<file path="src/rtl/wb_arbiter_pkg.sv">
// -----------------------------------------------------------------------------
// wb_arbiter_pkg
// Shared types and constants for the write-back arbiter slice.
//   NUM_REGS   : architectural register count (register 0 is hardwired zero)
//   REG_AW     : register address width
//   DATA_W     : result data width
//   wb_entry_t : one buffered write-back result (destination + value)
// -----------------------------------------------------------------------------
package wb_arbiter_pkg;

    localparam int NUM_REGS = 32;
    localparam int REG_AW   = 5;
    localparam int DATA_W   = 32;

    typedef struct packed {
        logic [REG_AW-1:0] rd;
        logic [DATA_W-1:0] data;
    } wb_entry_t;

endpackage : wb_arbiter_pkg

</file>
<file path="src/rtl/wb_fifo.sv">
// -----------------------------------------------------------------------------
// wb_fifo
// Circular result buffer with occupancy count.
// Parameters:
//   DEPTH   : number of entries (power of two, >= 2)
// Ports:
//   clk, reset_n : clock, asynchronous active-low reset
//   push, din    : write one entry (caller guarantees count < DEPTH)
//   pop          : drop the head entry (caller guarantees count > 0)
//   head         : current head entry (valid when !empty)
//   count        : occupancy, 0..DEPTH
//   empty        : count == 0
// -----------------------------------------------------------------------------
module wb_fifo
    import wb_arbiter_pkg::*;
#(
    parameter int DEPTH = 4
) (
    input  logic                     clk,
    input  logic                     reset_n,
    input  logic                     push,
    input  wb_entry_t                din,
    input  logic                     pop,
    output wb_entry_t                head,
    output logic [$clog2(DEPTH):0]   count,
    output logic                     empty
);

    localparam int AW = $clog2(DEPTH);
    localparam int CW = AW + 1;

    wb_entry_t         mem [DEPTH];
    logic [AW-1:0]     wr_ptr;
    logic [AW-1:0]     rd_ptr;

    // Storage is data only; a reset merely invalidates it through the pointers.
    always_ff @(posedge clk) begin
        if (push) begin
            mem[wr_ptr] <= din;
        end
    end

    // Pointers are exactly AW bits wide, so increment wraps modulo DEPTH.
    always_ff @(posedge clk or negedge reset_n) begin
        if (!reset_n) begin
            wr_ptr <= '0;
            rd_ptr <= '0;
            count  <= '0;
        end else begin
            if (push) wr_ptr <= wr_ptr + AW'(1);
            if (pop)  rd_ptr <= rd_ptr + AW'(1);
            case ({push, pop})
                2'b10:   count <= count + CW'(1);
                2'b01:   count <= count - CW'(1);
                default: count <= count;
            endcase
        end
    end

    assign head  = mem[rd_ptr];
    assign empty = (count == '0);

endmodule : wb_fifo

</file>
<file path="src/rtl/wb_arbiter.sv">
// -----------------------------------------------------------------------------
// wb_arbiter
// Register-file write-back arbiter. The ALU path has priority and no
// backpressure; LSU results queue in wb_fifo and drain when the ALU is idle.
// A starvation counter forces a one-cycle alu_stall so the FIFO head drains.
// Optional pending-write scoreboard, enabled by defining WB_SCOREBOARD_EN.
// Parameters:
//   FIFO_DEPTH   : LSU result buffer entries (power of two, >= 2)
//   STARVE_LIMIT : cycles the FIFO head may lose before alu_stall is forced
// Ports:
//   clk, reset_n                  : clock, asynchronous active-low reset
//   alu_valid/alu_rd/alu_data     : ALU result (no backpressure)
//   lsu_valid/lsu_ready/lsu_rd/lsu_data : LSU result handshake
//   alu_stall                     : registered; upstream must hold alu_valid low
//   RegWrite/w_reg_addr/w_data    : registered register-file write port
//   fifo_count                    : buffer occupancy
//   alloc_valid/alloc_rd          : issue-side pending-destination allocation
//   chk_rs1/chk_rs2, busy1/busy2  : pending-write query
// -----------------------------------------------------------------------------
module wb_arbiter
    import wb_arbiter_pkg::*;
#(
    parameter int FIFO_DEPTH   = 4,
    parameter int STARVE_LIMIT = 8
) (
    input  logic                          clk,
    input  logic                          reset_n,
    input  logic                          alu_valid,
    input  logic [4:0]                    alu_rd,
    input  logic [31:0]                   alu_data,
    input  logic                          lsu_valid,
    output logic                          lsu_ready,
    input  logic [4:0]                    lsu_rd,
    input  logic [31:0]                   lsu_data,
    output logic                          alu_stall,
    output logic                          RegWrite,
    output logic [4:0]                    w_reg_addr,
    output logic [31:0]                   w_data,
    output logic [$clog2(FIFO_DEPTH):0]   fifo_count,
    input  logic                          alloc_valid,
    input  logic [4:0]                    alloc_rd,
    input  logic [4:0]                    chk_rs1,
    input  logic [4:0]                    chk_rs2,
    output logic                          busy1,
    output logic                          busy2
);

    localparam int CW = $clog2(FIFO_DEPTH) + 1;
    localparam int SW = $clog2(STARVE_LIMIT + 1);

    wb_entry_t     fifo_head;
    logic          fifo_empty;
    logic          push;
    logic          pop;
    logic          sel_alu;
    logic          sel_vld_p0;
    wb_entry_t     sel_entry_p0;
    logic [SW-1:0] starve_cnt;
    logic [SW-1:0] starve_next;

    // Ready comes from the registered count, so a pop in the same cycle
    // cannot make room for a push. Destination-0 results are accepted but
    // never stored.
    assign lsu_ready = (fifo_count < CW'(FIFO_DEPTH));
    assign push      = lsu_valid && lsu_ready && (lsu_rd != '0);

    wb_fifo #(
        .DEPTH (FIFO_DEPTH)
    ) u_fifo (
        .clk     (clk),
        .reset_n (reset_n),
        .push    (push),
        .din     ('{rd: lsu_rd, data: lsu_data}),
        .pop     (pop),
        .head    (fifo_head),
        .count   (fifo_count),
        .empty   (fifo_empty)
    );

    // ---- stage p0: source selection ----
    // While alu_stall is high any alu_valid is a protocol error and is ignored,
    // which hands the cycle to the FIFO head.
    always_comb begin
        sel_alu      = 1'b0;
        pop          = 1'b0;
        sel_vld_p0   = 1'b0;
        sel_entry_p0 = '0;
        if (alu_valid && !alu_stall) begin
            sel_alu      = 1'b1;
            sel_vld_p0   = 1'b1;
            sel_entry_p0 = '{rd: alu_rd, data: alu_data};
        end else if (!fifo_empty) begin
            pop          = 1'b1;
            sel_vld_p0   = 1'b1;
            sel_entry_p0 = fifo_head;
        end
    end

    always_comb begin
        starve_next = starve_cnt;
        if (fifo_empty || pop) begin
            starve_next = '0;
        end else if (sel_alu) begin
            starve_next = starve_cnt + SW'(1);
        end
    end

    // ---- stage p1: registered write port and stall ----
    always_ff @(posedge clk or negedge reset_n) begin
        if (!reset_n) begin
            starve_cnt <= '0;
            alu_stall  <= 1'b0;
            RegWrite   <= 1'b0;
            w_reg_addr <= '0;
            w_data     <= '0;
        end else begin
            starve_cnt <= starve_next;
            alu_stall  <= (starve_next == SW'(STARVE_LIMIT));
            RegWrite   <= sel_vld_p0 && (sel_entry_p0.rd != '0);
            if (sel_vld_p0) begin
                w_reg_addr <= sel_entry_p0.rd;
                w_data     <= sel_entry_p0.data;
            end
        end
    end

`ifdef WB_SCOREBOARD_EN
    logic [NUM_REGS-1:0] pending;
    logic [NUM_REGS-1:0] pending_next;

    // Clear for the write being issued, then set for a new allocation, so an
    // allocation in the same cycle as a write to that register keeps it busy.
    always_comb begin
        pending_next = pending;
        if (RegWrite) begin
            pending_next[w_reg_addr] = 1'b0;
        end
        if (alloc_valid && (alloc_rd != '0)) begin
            pending_next[alloc_rd] = 1'b1;
        end
    end

    always_ff @(posedge clk or negedge reset_n) begin
        if (!reset_n) begin
            pending <= '0;
        end else begin
            pending <= pending_next;
        end
    end

    assign busy1 = (chk_rs1 != '0) && pending[chk_rs1];
    assign busy2 = (chk_rs2 != '0) && pending[chk_rs2];
`else
    logic unused_sb;
    assign unused_sb = ^{alloc_valid, alloc_rd, chk_rs1, chk_rs2};
    assign busy1     = 1'b0;
    assign busy2     = 1'b0;
`endif

    a_no_alu_during_stall : assert property (
        @(posedge clk) disable iff (!reset_n) !(alu_stall && alu_valid)
    ) else $error("wb_arbiter: alu_valid asserted while alu_stall, result dropped");

endmodule : wb_arbiter

</file>
<file path="config.mk">
export PLATFORM = sky130hd
export DESIGN_NAME = wb_arbiter
export DESIGN_NICKNAME = d
export VERILOG_FILES = /design/src/rtl/wb_arbiter_pkg.sv /design/src/rtl/wb_fifo.sv /design/src/rtl/wb_arbiter.sv
export SDC_FILE = /design/constraint.sdc
export NUM_CORES = 1
export LEC_CHECK = 0
export ABC_AREA = 1
export BUFFER_PORTS_ARGS = -buffer_cell sky130_fd_sc_hd__buf_2
export CAP_MARGIN = 20
export CORE_ASPECT_RATIO = 0.8
export CORE_MARGIN = 2
export CORE_UTILIZATION = 35
export CTS_CLUSTER_DIAMETER = 50
export DETAILED_ROUTE_END_ITERATION = 10
export PLACE_DENSITY_LB_ADDON = 0.12
export SLEW_MARGIN = 0
export SYNTH_ARGS = -nofsm -noshare
export SYNTH_HDL_FRONTEND = slang
export SYNTH_HIERARCHICAL = 1
export SYNTH_SLANG_ARGS = --single-unit
</file>
<file path="constraint.sdc">
create_clock -name clk -period 3 [get_ports clk]
set_input_delay 0.3 -clock clk [delete_from_list [all_inputs] [get_ports clk]]
set_output_delay 0.3 -clock clk [all_outputs]
set_load 0.02 [all_outputs]
</file>
==> run_results.csv, run 1 <==
group,metric,value,unit
run_status,run_status,"finished, violations left",
run_status,violations,"negative hold slack",
synth,synth_area_leaders,"edfxtp_1 (53%), dfrtp_1 (15%), nand2_1 (11%)",
clock_tree,cts_setup_buffers,0,
placed_design,placed_cell_area,9220,um2
power,peakVddDrop,0.387,mV
critical_path,cp_slowest_cell,"dfrtp_4",
timing,finalHoldViolations,1,
cells_and_area,drive_gt1_share,21.3,%
worst_hold_path,hold_class,"in -> async",
clock_tree,clkTransAtPathRegs,0.08,ns
synth,yosys_warnings,6,
global_route,grt_pass1_vias,5440,
critical_path,worst_r2r_endpoint,"w_data[12]",
floorplanning,start_util,35.6,%
timing,slew_viol_final,0,
timing,skew,0.0137,ns
timing,rsz0062_at_grt,"false",
synth,yosysUniqueCellTypes,23,
global_route,antenna_found_initial,3,
cells_and_area,syn2layout_area_growth,17.1,%
synth,synth_area,8330,um2
synth,ys_seq_area_share,68.4,%
floorplanning,core,23400,um2
placed_design,hpwl,11200,um
placed_design,gp_congestion,0.685,
floorplanning,rows,50,
critical_path,arrival,2.37,ns
clock_tree,cts_made_buffers,17,
critical_path,critPathRequiredTime,3.32,ns
floorplanning,die_h,142,um
floorplanning,ios,139,
critical_path,worstReg2RegStart,"u_fifo/rd_ptr[0]",
power,p_per_area,911,nW/um2
critical_path,worstPathCellList,"buf_4 > nand2_1 > o211ai_1 > nand2_1 > nand2_1 > nand3_1",
placed_design,port_buffers,120,
synth,syn_avg_cell_area,11.4,um2
critical_path,r2r_slack,0.94,ns
global_route,grt_overflow_total,0,
detailed_routing,wl,18400,um
cells_and_area,design_area,9750,um2
critical_path,crit_type,"reg -> reg",
detailed_routing,dr.pass1.iters,4,
detailed_routing,vias,5333,
floorplanning,die_area,25000,um2
timing,max_freq,486,MHz
power,leakage,0.00422,uW
flow_run,cap_violations,0,
timing,post-route-period-util,68.6,%
clock_tree,htree_num_levels,4,
clock_tree,ctsResizeCount,0,
detailed_routing,detail_route.wl_per_cell,15.7,um
clock_tree,ctsRootBufferMaster,"clkbuf_16",
power,power,8880,uW
floorplanning,die_w,176,um
timing,worst_pin_slew,0.880,ns
cells_and_area,final_common_cell,"nand2_1",
synth,synth-seq-cells,198,
synth,yosysTopAreaCell,"edfxtp_1",
cells_and_area,layout.cells.most_common_list,"nand2_1 (241), edfxtp_1 (148), buf_2 (120)",
clock_tree,cts_tree,"done",
clock_tree,clock_path_buffers,2,
timing,relSlewSlack,41.3,%
critical_path,cp_common_cell,"nand2_1",
timing,setup_viol,0,
synth,synthCells,731,
detailed_routing,detail-route-antenna-nets,0,
cells_and_area,nets,947,
timing,timing.hold.ws,-0.00111,ns
global_route,grt_pass1_wl,29600,um
detailed_routing,drc,0,
timing,period_minus_slack,2.06,ns
clock_tree,clkSinkCount,198,
synth,synth_top_cell_area_share,53.4,%
critical_path,start_kind,"flop",
critical_path,slowest_delay,0.97,ns
clock_tree,clk_latency,0.43,ns
global_route,grt_max_degree,81,
critical_path,ff2ff_path_depth,6,
clock_tree,ctsHoldBuffers,0,
timing,fin_setup_tns,0,ns
detailed_routing,drt_iter0_drc,253,
detailed_routing,via_per_inst,4.55,
critical_path,end_kind,"flop",
critical_path,crit_fanout,80,
global_route,track_usage,15.7,%
-- cell usage after synthesis (all sizes together) --
library cell    n
nor2           15
clkbuf          1
ha              6
xor2            3
conb            1
dfrtp          50
buf            37
inv           102
nand2         241
nand3          44
o21ai           2
edfxtp        148
nor3            2
xnor2           1
a21oi           1
nand4           2
o211ai         74
fa              1
-- metrics by stage --
step                utilization [%]  setup WS (ns)  cells
finish                         41.7          0.943   1172
floorplan                         -          0.758    732
detailed placement             39.4          0.900   1139
global placement               39.4          0.930   1139
CTS                            41.7          0.900   1171
global route                   41.7          0.716   1172
-- how the worst max path moves through the flow --
stage / start / end / slack, ns / cells past startpoint
final: u_fifo/rd_ptr[0] / w_data[12] / 0.94 / 6
after global placement: lsu_rd[3] / u_fifo/count[2] / 0.93 / 13
after global routing: u_fifo/rd_ptr[0] / w_data[7] / 0.72 / 6
after floorplan: u_fifo/count[2] / u_fifo/mem[3][0] / 0.76 / 6
after detailed placement: u_fifo/rd_ptr[0] / w_data[10] / 0.90 / 6
after CTS: u_fifo/rd_ptr[0] / w_data[10] / 0.90 / 6
-- area by class of cell --
class / count / area [um2]
clock inverter: 14 / 100
multi-input combinational: 394 / 1990
inverter: 102 / 383
timing repair buffer: 133 / 748
clock buffer: 18 / 429
fill: 2282 / 13600
sequential: 198 / 5700
tap: 312 / 390
antenna: 1 / 2.50
-- layer usage --
metal | GRT usage (%) | vias to the layer above | wire (um)
met5 | 0 | - | 21
li1 | - | 2654 | -
met3 | 3.77 | 16 | 868
met1 | 20.2 | 2549 | 8480
met2 | 26.6 | 110 | 8810
met4 | 4.26 | 4 | 194
-- power by group --
part	leakage (uW)	switching (uW)	internal [uW]
clock	0.000251	1010	1070
combinational	0.00202	1880	956
sequential	0.00195	391	3580
-- flip-flops by register name, indices dropped and copies added (netlist names), 2 cells and up --
signal         cells
u_fifo/mem       148
u_fifo/count       3
w_data            32
starve_cnt         4
u_fifo/wr_ptr      2
w_reg_addr         5
u_fifo/rd_ptr      2
-- critical path, delay by kind of cell (launching register included) --
kind	cells	cell delay, ns
and+or+nand+nor	4	0.36
DFF	1	0.97
buffers and inverters	1	0.50
AOI/OAI and AO/OA	1	0.11
-- cells by family after synthesis --
family | share of synthesized area (%)
other | 0.0450
DFF | 68.4
adders and majority gates | 1.14
xor gates and xnor gates | 0.421
AOI/OAI and AO/OA | 7.57
buffers and inverters | 7.84
and+or+nand+nor | 14.6
No activity file was read; power rests on OpenSTA's default activity.
==> run 2: changes to the inputs <==
Settings changed: ABC_AREA 1 to 0.
Clock period 3 ns to 2.1 ns, I/O delays scaled along.
==> run_results.csv, run 2 <==
group,metric,value,unit
synth,synthAdderAreaFrac,1.22,%
clock_tree,clk_latency,0.42,ns
cells_and_area,largest_reg_flops,148,
cells_and_area,layout.cells.most_common_list,"edfxtp_1 (148), buf_2 (120), dlygate4sd3_1 (50)",
timing,slew_viol_final,0,
detailed_routing,via_per_inst,4.62,
worst_hold_path,hold_class,"in -> reg",
cells_and_area,fin_util,45.8,%
clock_tree,ctsResizeCount,0,
synth,synth_top_family_by_area,"multiplexers",
critical_path,end_kind,"flop",
synth,synth.most_common_cell,"edfxtp_1",
power,leakage,0.00372,uW
synth,async_flop_share,25.3,%
timing,relSlewSlack,54.3,%
detailed_routing,drt_iter0_drc,220,
clock_tree,clkTransAtPathRegs,0.07,ns
timing,period_minus_slack,1.87,ns
detailed_routing,detail-route-antenna-nets,0,
synth,synthMuxAreaShare,15.1,%
timing,finalHoldViolations,0,
critical_path,slowest_delay,0.44,ns
critical_path,arrival,2.21,ns
synth,synth-seq-cells,198,
synth,synth_edf_count,148,
timing,worst_pin_slew,0.685,ns
placed_design,hpwl,10300,um
floorplanning,die_w,171,um
floorplanning,rows,48,
floorplanning,die_area,23500,um2
critical_path,cp_slowest_cell,"dfrtp_2",
global_route,grt_max_degree,71,
floorplanning,die_h,137,um
synth,synth_area_leaders,"edfxtp_1 (57%), dfrtp_1 (16%), mux4_2 (11%)",
synth,synthFlopType,"edfxtp_1",
clock_tree,htree_num_levels,4,
clock_tree,ctsRootBufferMaster,"clkbuf_16",
synth,synth_compound_area_share,2.55,%
placed_design,gp_congestion,0.725,
detailed_routing,vias,4267,
cells_and_area,syn2layout_area_growth,27.4,%
synth,yosysUniqueCellTypes,33,
clock_tree,cts_made_buffers,17,
run_status,run_status,"finished clean",
cells_and_area,drive_gt1_share,35.5,%
clock_tree,clock_path_buffers,2,
flow_run,cap_violations,0,
clock_tree,cts_setup_buffers,0,
detailed_routing,dr.pass1.iters,4,
placed_design,dp_slack,-0.0539,ns
detailed_routing,drc,0,
cells_and_area,final_common_cell,"edfxtp_1",
floorplanning,core,21700,um2
synth,synth_top_cell_area_share,57.1,%
clock_tree,clkSinkCount,198,
synth,ys_seq_area_share,73.1,%
cells_and_area,top_regs,"u_fifo/mem: 148 flops, w_data: 32 flops, w_reg_addr: 5 flops",
cells_and_area,nets,711,
synth,synth_area,7790,um2
global_route,track_usage,14.5,%
cells_and_area,top_register,"u_fifo/mem",
critical_path,critPathRequiredTime,2.44,ns
critical_path,worstPathCellList,"nor3_2 > nor2_2 > ha_1 > inv_1 > fa_1 > o21ai_0",
timing,fin_setup_tns,0,ns
critical_path,start_kind,"flop",
synth,syn_avg_cell_area,18.5,um2
timing,rsz0062_at_grt,"false",
global_route,antenna_found_initial,1,
global_route,grt_pass1_wl,25000,um
detailed_routing,detail_route.wl_per_cell,17.2,um
power,p_per_area,1220,nW/um2
synth,synthSimpleGateAreaFrac,4.32,%
synth,yosys_warnings,6,
timing,post-route-period-util,89.1,%
synth,synth_xor_area_share,0.899,%
timing,max_freq,534,MHz
floorplanning,ios,139,
power,peakVddDrop,0.503,mV
global_route,grt_overflow_total,0,
global_route,grt_pass1_vias,4514,
synth,netlist_top_cells_count,"edfxtp_1 (148), dfrtp_1 (50), nand2_1 (40), mux4_2 (37)",
timing,skew,0.0127,ns
critical_path,crit_fanout,4,
timing,setup_viol,0,
clock_tree,cts_tree,"done",
critical_path,crit_type,"reg -> reg",
floorplanning,start_util,35.9,%
synth,synthCells,422,
placed_design,port_buffers,120,
synth,yosysTopAreaCell,"edfxtp_1",
detailed_routing,wl,15900,um
timing,setup_slack,0.229,ns
[run 2: what timing repair did]
action / in CTS / in global routing
hold endpoints to repair: 118 / 0
hold buffers: 50 / 0
setup endpoints to repair: 0 / 0
[run 2: logic make-up after synthesis]
logic type,count (synthesis)
compound gates,38
flops,198
xor+xnor,8
simple gates,68
buf+inv,31
mux,71
other cells,1
fa+ha+maj,7
[run 2: cell type report]
class	count	area, um2
multi-input combinational	194	1900
tap	300	375
inverter	7	26.3
sequential	198	5700
clock inverter	8	50.0
antenna	1	2.50
timing repair buffer	192	1400
fill	1911	11800
clock buffer	24	462
[run 2: metrics by stage]
step           area (um2)  hold slack (ns)  instances  total power [uW]
2_1_floorplan        7800          -0.0856        423              7980
3_3_place_gp         8910            0.170        841              9310
3_5_place_dp         8910            0.166        841              9380
4_1_cts              9920         0.000235        923             12400
5_1_grt              9920          0.00189        923             12800
6_report             9920           0.0124        924             12100
[run 2: final timing paths]
kind / start / to / slack (ns) / cells past startpoint
min in group asynchronous: reset_n / w_data[16] / 0.25 / 2
max in group asynchronous: reset_n / w_data[2] / 1.32 / 3
setup / recovery: u_fifo/count[0] / u_fifo/count[1] / 0.23 / 6
setup reg to reg: u_fifo/count[0] / u_fifo/count[1] / 0.23 / 6
hold / removal: lsu_data[21] / u_fifo/mem[0][21] / 0.01 / 1
hold reg to reg: starve_cnt[0] / starve_cnt[0] / 0.50 / 1
[run 2: critical path: cells and delay by family (launching register included)]
| family | cells | cell delay, ns |
|---|---|---|
| adder cells (fa/ha/maj) | 2 | 0.62 |
| AND/OR/NAND/NOR | 2 | 0.50 |
| flip-flops | 1 | 0.44 |
| AO/OA/AOI/OAI | 1 | 0.16 |
| buffers and inverters | 1 | 0.07 |
[run 2: power by group]
| group | switching [uW] | internal [uW] | leakage (uW) |
|---|---|---|---|
| clock | 1340 | 1550 | 0.000254 |
| combinational | 1970 | 1870 | 0.00152 |
| sequential | 403 | 5010 | 0.00194 |
| total | 3710 | 8420 | 0.00372 |
[run 2: layer usage]
layer | wire length [um] | share of wire, % | vias up | track usage [%]
met1 | 7070 | 45 | 2158 | 18.9
met3 | 704 | 4.4 | 12 | 3.71
met4 | 148 | 0.93 | 0 | 3.75
met2 | 7930 | 50 | 101 | 24.2
li1 | - | - | 1996 | -
met5 | 0 | 0 | - | 0
